File: src/rtl/icache_pkg.sv
// Shared types and address-field helpers for the direct-mapped instruction cache.
package icache_pkg;

  typedef enum logic {
    IDLE = 1'b0,
    FILL = 1'b1
  } state_e;

  localparam logic [31:0] NOP_INSN = 32'h0000_0013;

  function automatic int unsigned off_w(input int unsigned words);
    return $clog2(words);
  endfunction

  function automatic int unsigned idx_w(input int unsigned lines);
    return $clog2(lines);
  endfunction

  // Tag covers everything above the index field of a 32-bit byte address.
  function automatic int unsigned tag_w(input int unsigned lines, input int unsigned words);
    return 32 - 2 - $clog2(words) - $clog2(lines);
  endfunction

endpackage

File: src/rtl/icache_storage.sv
// Data, tag and valid arrays: combinational read, single word write, line-valid set, global clear.
module icache_storage
  import icache_pkg::*;
#(
  parameter int unsigned LINES = 16,
  parameter int unsigned WORDS = 8
) (
  input  logic                            clk,
  input  logic                            rst_n,
  input  logic [idx_w(LINES)-1:0]         rd_index,
  input  logic [off_w(WORDS)-1:0]         rd_offset,
  output logic [31:0]                     rd_data_c,
  output logic [tag_w(LINES, WORDS)-1:0]  rd_tag_c,
  output logic                            rd_valid_c,
  input  logic                            wr_en,
  input  logic [idx_w(LINES)-1:0]         wr_index,
  input  logic [off_w(WORDS)-1:0]         wr_offset,
  input  logic [31:0]                     wr_data,
  input  logic                            line_set,
  input  logic [tag_w(LINES, WORDS)-1:0]  line_tag,
  input  logic                            clear_all
);

  localparam int unsigned TAG_W = tag_w(LINES, WORDS);

  logic [31:0]      data_q [LINES][WORDS];
  logic [TAG_W-1:0] tag_q  [LINES];
  logic [LINES-1:0] valid_q;

  assign rd_data_c  = data_q[rd_index][rd_offset];
  assign rd_tag_c   = tag_q[rd_index];
  assign rd_valid_c = valid_q[rd_index];

  // Payload arrays carry no reset; the valid bits alone gate their use.
  always_ff @(posedge clk) begin
    if (wr_en) begin
      data_q[wr_index][wr_offset] <= wr_data;
    end
    if (line_set) begin
      tag_q[wr_index] <= line_tag;
    end
  end

  always_ff @(posedge clk or negedge rst_n) begin
    if (!rst_n) begin
      valid_q <= '0;
    end else if (clear_all) begin
      valid_q <= '0;
    end else if (line_set) begin
      valid_q[wr_index] <= 1'b1;
    end
  end

endmodule

File: src/rtl/icache_fetch_responder.sv
// Direct-mapped I-cache front end: same-cycle hits, stall plus word-serial line refill on a miss.
module icache_fetch_responder
  import icache_pkg::*;
#(
  parameter int unsigned LINES = 16,
  parameter int unsigned WORDS = 8,
  parameter logic [31:0] NOP   = NOP_INSN
) (
  input  logic        CLK,
  input  logic        RST_N,
  input  logic [31:0] PC_IN,
  input  logic        IC_FLUSH,
  output logic [31:0] IR_OUT,
  output logic        STALL_OUT,
  output logic        MEM_RD_REQ,
  output logic [31:0] MEM_ADDR,
  input  logic [31:0] MEM_RD_DATA,
  input  logic        MEM_VALID
);

  localparam int unsigned OFF_W    = off_w(WORDS);
  localparam int unsigned IDX_W    = idx_w(LINES);
  localparam int unsigned TAG_W    = tag_w(LINES, WORDS);
  localparam int unsigned LINE_LSB = OFF_W + 2;

  state_e           state_q, state_d;
  logic [OFF_W-1:0] cnt_q, cnt_d;
  logic [31:0]      base_q, base_d;
  logic [IDX_W-1:0] idx_q, idx_d;
  logic             flush_pend_q, flush_pend_d;

  logic [OFF_W-1:0] pc_off;
  logic [IDX_W-1:0] pc_idx;
  logic [TAG_W-1:0] pc_tag;
  logic             unused_pc_lsb;

  logic [31:0]      rd_data_c;
  logic [TAG_W-1:0] rd_tag_c;
  logic             rd_valid_c;
  logic             hit_c;

  logic             wr_en_c;
  logic             line_set_c;
  logic             clear_all_c;
  logic             stall_c;
  logic             req_c;
  logic [31:0]      ir_c;
  logic [31:0]      addr_c;

  assign pc_off        = PC_IN[2 +: OFF_W];
  assign pc_idx        = PC_IN[LINE_LSB +: IDX_W];
  assign pc_tag        = PC_IN[31 -: TAG_W];
  assign unused_pc_lsb = ^PC_IN[1:0];

  icache_storage #(
    .LINES (LINES),
    .WORDS (WORDS)
  ) u_storage (
    .clk        (CLK),
    .rst_n      (RST_N),
    .rd_index   (pc_idx),
    .rd_offset  (pc_off),
    .rd_data_c  (rd_data_c),
    .rd_tag_c   (rd_tag_c),
    .rd_valid_c (rd_valid_c),
    .wr_en      (wr_en_c),
    .wr_index   (idx_q),
    .wr_offset  (cnt_q),
    .wr_data    (MEM_RD_DATA),
    .line_set   (line_set_c),
    .line_tag   (base_q[31 -: TAG_W]),
    .clear_all  (clear_all_c)
  );

  assign hit_c = rd_valid_c && (rd_tag_c == pc_tag);

  always_ff @(posedge CLK or negedge RST_N) begin
    if (!RST_N) begin
      state_q      <= IDLE;
      cnt_q        <= '0;
      base_q       <= '0;
      idx_q        <= '0;
      flush_pend_q <= 1'b0;
    end else begin
      state_q      <= state_d;
      cnt_q        <= cnt_d;
      base_q       <= base_d;
      idx_q        <= idx_d;
      flush_pend_q <= flush_pend_d;
    end
  end

  always_comb begin
    state_d      = state_q;
    cnt_d        = cnt_q;
    base_d       = base_q;
    idx_d        = idx_q;
    flush_pend_d = flush_pend_q;
    wr_en_c      = 1'b0;
    line_set_c   = 1'b0;
    clear_all_c  = 1'b0;
    stall_c      = 1'b0;
    req_c        = 1'b0;
    ir_c         = NOP;
    addr_c       = '0;

    case (state_q)
      IDLE: begin
        // A flush deferred from the last fill lands on this first idle edge.
        clear_all_c  = IC_FLUSH | flush_pend_q;
        flush_pend_d = 1'b0;
        if (hit_c) begin
          ir_c = rd_data_c;
        end else begin
          stall_c = 1'b1;
          base_d  = {PC_IN[31:LINE_LSB], {LINE_LSB{1'b0}}};
          idx_d   = pc_idx;
          cnt_d   = '0;
          state_d = FILL;
        end
      end
      FILL: begin
        stall_c      = 1'b1;
        req_c        = 1'b1;
        addr_c       = base_q + (32'(cnt_q) << 2);
        flush_pend_d = flush_pend_q | IC_FLUSH;
        if (MEM_VALID) begin
          wr_en_c = 1'b1;
          cnt_d   = cnt_q + OFF_W'(1);
          if (cnt_q == OFF_W'(WORDS - 1)) begin
            line_set_c = 1'b1;
            state_d    = IDLE;
          end
        end
      end
      default: begin
        state_d = IDLE;
      end
    endcase
  end

  // Reset forces quiet outputs even though an empty cache would otherwise report a miss.
  assign STALL_OUT  = RST_N & stall_c;
  assign IR_OUT     = RST_N ? ir_c : NOP;
  assign MEM_RD_REQ = RST_N & req_c;
  assign MEM_ADDR   = RST_N ? addr_c : '0;

endmodule

File: config.mk
export PLATFORM = sky130hd
export DESIGN_NAME = icache_fetch_responder
export DESIGN_NICKNAME = d
export VERILOG_FILES = /design/src/rtl/icache_pkg.sv /design/src/rtl/icache_storage.sv /design/src/rtl/icache_fetch_responder.sv
export SDC_FILE = /design/constraint.sdc
export NUM_CORES = 2
export LEC_CHECK = 0
export CAP_MARGIN = 20
export CORE_MARGIN = 3
export CORE_UTILIZATION = 29
export CTS_CLUSTER_SIZE = 25
export DETAILED_ROUTE_END_ITERATION = 10
export PLACE_DENSITY = 0.51
export SLEW_MARGIN = 20
export SYNTH_ARGS = -nofsm -noshare
export SYNTH_HDL_FRONTEND = slang
export SYNTH_MEMORY_MAX_BITS = 65536
export SYNTH_SLANG_ARGS = --single-unit
export TNS_END_PERCENT = 50
File: constraint.sdc
create_clock -name CLK -period 5.8 [get_ports CLK]
set_input_delay 1.16 -clock CLK [delete_from_list [all_inputs] [get_ports CLK]]
set_output_delay 1.16 -clock CLK [all_outputs]
set_load 0.02 [all_outputs]
# Word-level counts from Yosys, hierarchy flattened
# Memories as Yosys holds them, arrays and structs flattened.
# Index checks and enable logic that the tools add are counted.
# word_totals
output_inout_bits	66
word_cells	70
ff_bits	52
input_bits	68
ramBits	4464
n_memories	2
# mem_list
name	depth	width	read_ports	rd_ports_with_merged_regs	wr	line_no	source
u_storage.data_q	16	256	1	0	1	icache_storage.sv:26	logic [31:0] data_q [LINES][WORDS];
u_storage.tag_q	16	23	1	0	1	icache_storage.sv:27	logic [TAG_W-1:0] tag_q [LINES];
# classes
n_eq_ne	4
muxes	36
n_addsub	2
n_bitwise	8
n_reduce_logical	6
order_cmp	6
# op_table
op	n
2-to-1 mux 256 bit	1
2-to-1 mux 32 bit	8
binary-select mux 32 bit (select 3 bit)	1
demux 32 bit (select 3 bit)	1
adder 32 x 5 -> 32 bit	1
2-to-1 mux 16 bit	2
equality test 23 bit	1
bitwise OR 16 bit	1
2-to-1 mux 1 bit	15
< comparator 4 x 5 -> 1 bit (second input constant)	2
greater-or-equal comparator 4 bit (second input constant)	2
inverter 3 -> 4 bit	2
2-to-1 mux 3 bit	2
case mux 1 bit (2 select lines)	3
case mux 3 bit (2 select lines)	1
binary-select mux 1 bit (select 4 bit)	1
demux 1 bit (select 4 bit)	1
greater-or-equal comparator 4 x 1 -> 1 bit (second input constant)	1
< comparator 4 x 1 -> 1 bit (second input constant)	1
inequality test 2 bit (second input constant)	2
AND reduction 2 bit	2
adder 3 x 1 -> 3 bit (second input constant)	1
equality test 3 bit (second input constant)	1
logical AND 1 bit	3
4 further kinds	6

# Longest topological paths before layout
# logic_depth
word_depth	7
mapped_depth	14
ltp_nobuf	8

# By module
# From an unflattened synthesis, not the netlist that was laid out.
# unflattened
cells_unflattened	6725
hier_area_um2	172103.8
# by_module_without_submodules
module	cells_per_inst	instances	seq_area_each_um2	area_per_inst_um2
icache_storage	6529	1	134448.9	170068.1
icache_fetch_responder	196	1	800.8	2035.7

# Worst setup path after synthesis
# No wires, ideal clock.
# synth_path
path_type	input to output
from	input port PC_IN[7]
to	output port IR_OUT[21]
stages	11
slack_ns	0.619
n_path_buf	7
required_time_ns	4.640
t_arrival_ns	4.021
path_cell_list	buf_2 buf_4 buf_2 buf_2 buf_2 buf_2 buf_2 mux4_2 mux4_2 mux2i_1 nor2_1
# synth_between
elab_chain_len	7
elab_cells_between_ends	12
classes_between	1 x eq/ne; 8 x mux; 1 x reduce/logical; 2 x memory
# synth_lines
element	line_no	source
start, declared	icache_fetch_responder.sv:11	input logic [31:0] PC_IN,
memory (16 x 256 bit)	--	
binary-select mux 32 bit (select 3 bit)	icache_storage.sv:30	assign rd_data_c = data_q[rd_index][rd_offset];
2-to-1 mux 32 bit (implied by the code) (2 in a row)	icache_storage.sv:30	
2-to-1 mux 32 bit *	icache_fetch_responder.sv:112	if (hit_c) begin
2-to-1 mux 32 bit *	icache_fetch_responder.sv:107	case (state_q)
2-to-1 mux 32 bit *	icache_fetch_responder.sv:144	assign IR_OUT = RST_N ? ir_c : NOP;
end, declared	icache_fetch_responder.sv:13	output logic [31:0] IR_OUT,
# Mark *: on every way between the ends. The rest lies on a longest branch, timed or not. The select of a mux whose other input is x is not followed.

# Worst setup path after layout
# layout_path
from	input port PC_IN[5]
to	output port IR_OUT[1]
# Same word-level chain as after synthesis.

==> summary.md <==
| Metric | Value |
|---|---|
| Status | complete, no violations |
| Max-cap violations | 0 |
| Logic gate share of total power | 8.0% |
| Placed cell area | 0.1887 sq mm |
| Post-synthesis cell area | 0.1729 sq mm |
| Finished Core Util | 34.50% |
| Starting density of the core | 29.20% |
| Vias/cell | 4.981 |
| Gate Count Post-Synth | 6904 |
| Tot GR Track Use | 15.42% |
| Largest buffer count on any clock path | 4 |
| Main area contributors after synthesis | edfxtp_1, mux4_2, dfrtp_1 |
| H-tree depth | 5 |
| Final WL | 479.6 mm |
| Nature of the critical path endpoint | output pin |
| Vias in the first global route | 82250 |
| IO Pins | between 100 and 150 |
| Net count, final | 7786 |
| Global placer's final weighted congestion | around 0.77 |
| Final worst path period share | 99.47% |
| Hold-fix buffers at CTS | 0 |
| Drt pass-1 iters | 5 |
| Flop pwr share | 51.7% |
| Ys Warns | 0 |
| Pleak | 62.79 nW |
| Slew at the pin with the worst max-slew slack | about 1.1 ns |
| First-pass GRT wire length | 659.9 mm |
| CP Data Arrival Time | 4.61 ns |
| Fmax | approximately 170 MHz |
| Main synth FF type | edfxtp_1 |
| Crit path launch type | input pin |
| DRC | 0 |
| Post-synth EDFFs | 4464 |
| Die width | 778.1 microns |
| Internal | 0.05596 W |
| Synth cell types | 54 |
| Net Switching | between 0.015 and 0.02 W |
| Mean Syn Cell Area | between 20 and 30 sq um |
| Die footprint | between 0.6 and 0.7 sq mm |
| Initial DRC Count | around 9500 |
| Sw frac | between 20% and 30% |
| DRT antenna net count | 0 |
| Die Ht | 778.1 microns |
| Rel. slew slack | 25.75% |
| Worst Path Required | 4.64 ns |
| Final setup margin | 0.03093 ns |
| TritonCTS Buffers | 466 |
| CP Max Fanout | 14 |
| Worst min path class | input pin to asynchronous set/reset pin |
| Setup violations, final | 0 |
| Seq cells post-synth | about 4500 |
| CP max stage cell | mux4_2 |
| Leading area contributor after synthesis | edfxtp_1 |
| Via count | 79420 |
| Pwr Density | 356.5 mW/mm^2 |
| Clk sink count | 4512 |
| Final hold violations | 0 |
| Setup WS pre-CTS | -0.2452 ns |
| Fillers | 54120 |
| P&R area growth vs syn | 18.15% |
| Share of post-route cells with drive strength above 1 | 35.97% |
| Fin area | 0.2043 sq mm |
| Clock root buffer | clkbuf_16 |
| Synth top area share | between 70 and 80% |
| Worst-path clk slew | approximately 0.06 ns |
| Buffers on Ports | 129 |
| Clock share of power | approximately two fifths |
| CTS tree | done |
| Max-slew violation count | 0 |
| FFs w/ async S/R, synth | 1.064% |
| Fin Setup TNS | 0 ns |
| Worst Setup Path Type | input pin to output pin |
| Critical path, cell by cell | buf_16 > buf_12 > clkbuf_16 > buf_4 > buf_12 > mux4_2 > mux4_2 > mux4_2 > nor2b_1 > a211o_1 > buf_4 |
| Initial antenna violation count | 70 |
| VDD IR max | 0.0002974 V |
| Wirelength per Cell | 30.08 microns |
| Clock skew | 0.07371 ns |
| Largest net degree at the start of global routing | 97 |
| Worst-Skew Late Latency | between 1 and 1.5 ns |
| Unrepaired setup endpoints after global routing | yes |
| Rows | 282 |
| CP dominant cell by count | mux4_2 |
| Core Area | 0.5921 sq mm |
| Max incr delay on CP | ~0.63 ns |
| Post-DP HPWL | between 200 and 300 mm |
| Grt ovf | 0 |
| Sequential area share after synthesis | between 70 and 80% |
| Crit path time final | 5.769 ns |
==> path summary, 6_finish.rpt <==
check | from | endpoint | slack (ns) | cells after the start
worst min-delay path | RST_N | base_q[13] | 0.16 | 1
max in group asynchronous | RST_N | base_q[24] | 4.83 | 2
min in group CLK | flush_pend_q | flush_pend_q | 0.49 | 1
worst max-delay path | PC_IN[5] | IR_OUT[1] | 0.03 | 11
worst min register to register | flush_pend_q | flush_pend_q | 0.49 | 1
worst max register to register | u_storage.tag_q[13][20] | base_q[29] | 2.25 | 11
==> worst max-delay path: cells and delay by family <==
family	cells	cell delay, ns
buffers and inverters	6	1.00
muxes	3	1.71
and+or+nand+nor	1	0.19
AOI/OAI and AO/OA	1	0.47
==> cell type report <==
cell class	count	area (sq um)	area share [%]
tap	7810	9772	4.784
clock inverter	277	2567	1.257
sequential	4512	135300	66.21
inverter	5	18.77	0.009188
antenna	25	62.56	0.03063
clock buffer	584	12370	6.054
multi-input combinational	2012	36940	18.08
timing repair buffer	719	7291	3.569
==> cell usage in the layout, fill, tap and decap left out, drive strengths merged, types with 3 or more instances in the layout <==
cell	count
edfxtp	4464
mux4	1404
buf	655
clkbuf	589
clkinv	205
nor2	184
mux2i	106
clkdlybuf4s50	57
mux2	56
dfrtp	48
bufinv	41
and3	35
nand2	31
diode	25
xnor2	22
o21a	19
inv	19
nand3	18
clkinvlp	17
o22ai	16
a22oi	13
o21ai	13
nor2b	12
xor2	11
nand2b	7
nor3	6
a31oi	6
or3	6
a21oi	5
and2	4
a221oi	4
o2111ai	3
nand4	3
a211o	3
==> sequential cells by signal, indices dropped and copies added, names as in the netlist <==
signal             count
state_q                1
u_storage.data_q    4096
flush_pend_q           1
u_storage.valid_q     16
u_storage.tag_q      368
idx_q                  3
cnt_q                  3
base_q                24
==> kinds of logic after synthesis <==
logic type                 Yosys count  share of synthesized area (%)
and+or+nand+nor                    314                         0.8265
xor gates and xnor gates            33                         0.1672
buffers and inverters              381                          1.096
AOI/OAI and AO/OA                   95                         0.3944
muxes                             1566                          19.27
adders and majority gates            2                        0.01447
other                                1                       0.002169
DFF                               4512                          78.23
==> per-stage QoR <==
| step | hold slack [ns] | total power [W] | cells |
|---|---|---|---|
| after floorplan | 0.4519 | 0.04065 | 6905 |
| after global placement | 0.4661 | 0.04396 | 15040 |
| after detailed placement | 0.4757 | 0.04415 | 15040 |
| after CTS | 0.08315 | 0.07350 | 15910 |
| after global routing | 0.1330 | 0.07509 | 15920 |
| final | 0.1565 | 0.07282 | 15940 |
==> metal layers <==
layer	part of all wire, %	global-route usage, %	vias up
met3	7.7	3.321	606
met1	42	21.53	44130
met2	47	24.71	2875
met4	2.6	3.718	18
met5	0.025	0	-
li1	-	-	31800
==> repair_timing <==
item	in CTS	in global routing
cloned	2	5
buffers inserted	6	8
setup endpoints to repair	21	25
pin swaps	2	0
resized for setup	22	11
==> power groups by stage <==
stage          logic (W)  clock network [W]  registers, W
2_1_floorplan    0.00262                  0        0.0380
3_3_place_gp     0.00572                  0        0.0382
3_5_place_dp     0.00582                  0        0.0383
4_1_cts          0.00586             0.0300        0.0376
5_1_grt          0.00609             0.0313        0.0377
6_report         0.00582             0.0294        0.0376
==> synthesized netlist by cell type (11+ instances only) <==
cell type	instances
buf_4	19
mux2_2	36
edfxtp_1	4464
mux4_2	1404
clkbuf_1	101
nand3_1	18
o22ai_1	16
o21a_1	19
buf_6	14
dfrtp_1	48
nor2b_1	12
and3_1	35
buf_2	230
mux2i_1	106
nand2_1	31
o21ai_0	13
nor2_1	183
xnor2_1	22
buf_1	12
mux2_1	20
xor2_1	11
a22oi_1	13
Note: power is estimated with default switching activity, not from simulation.
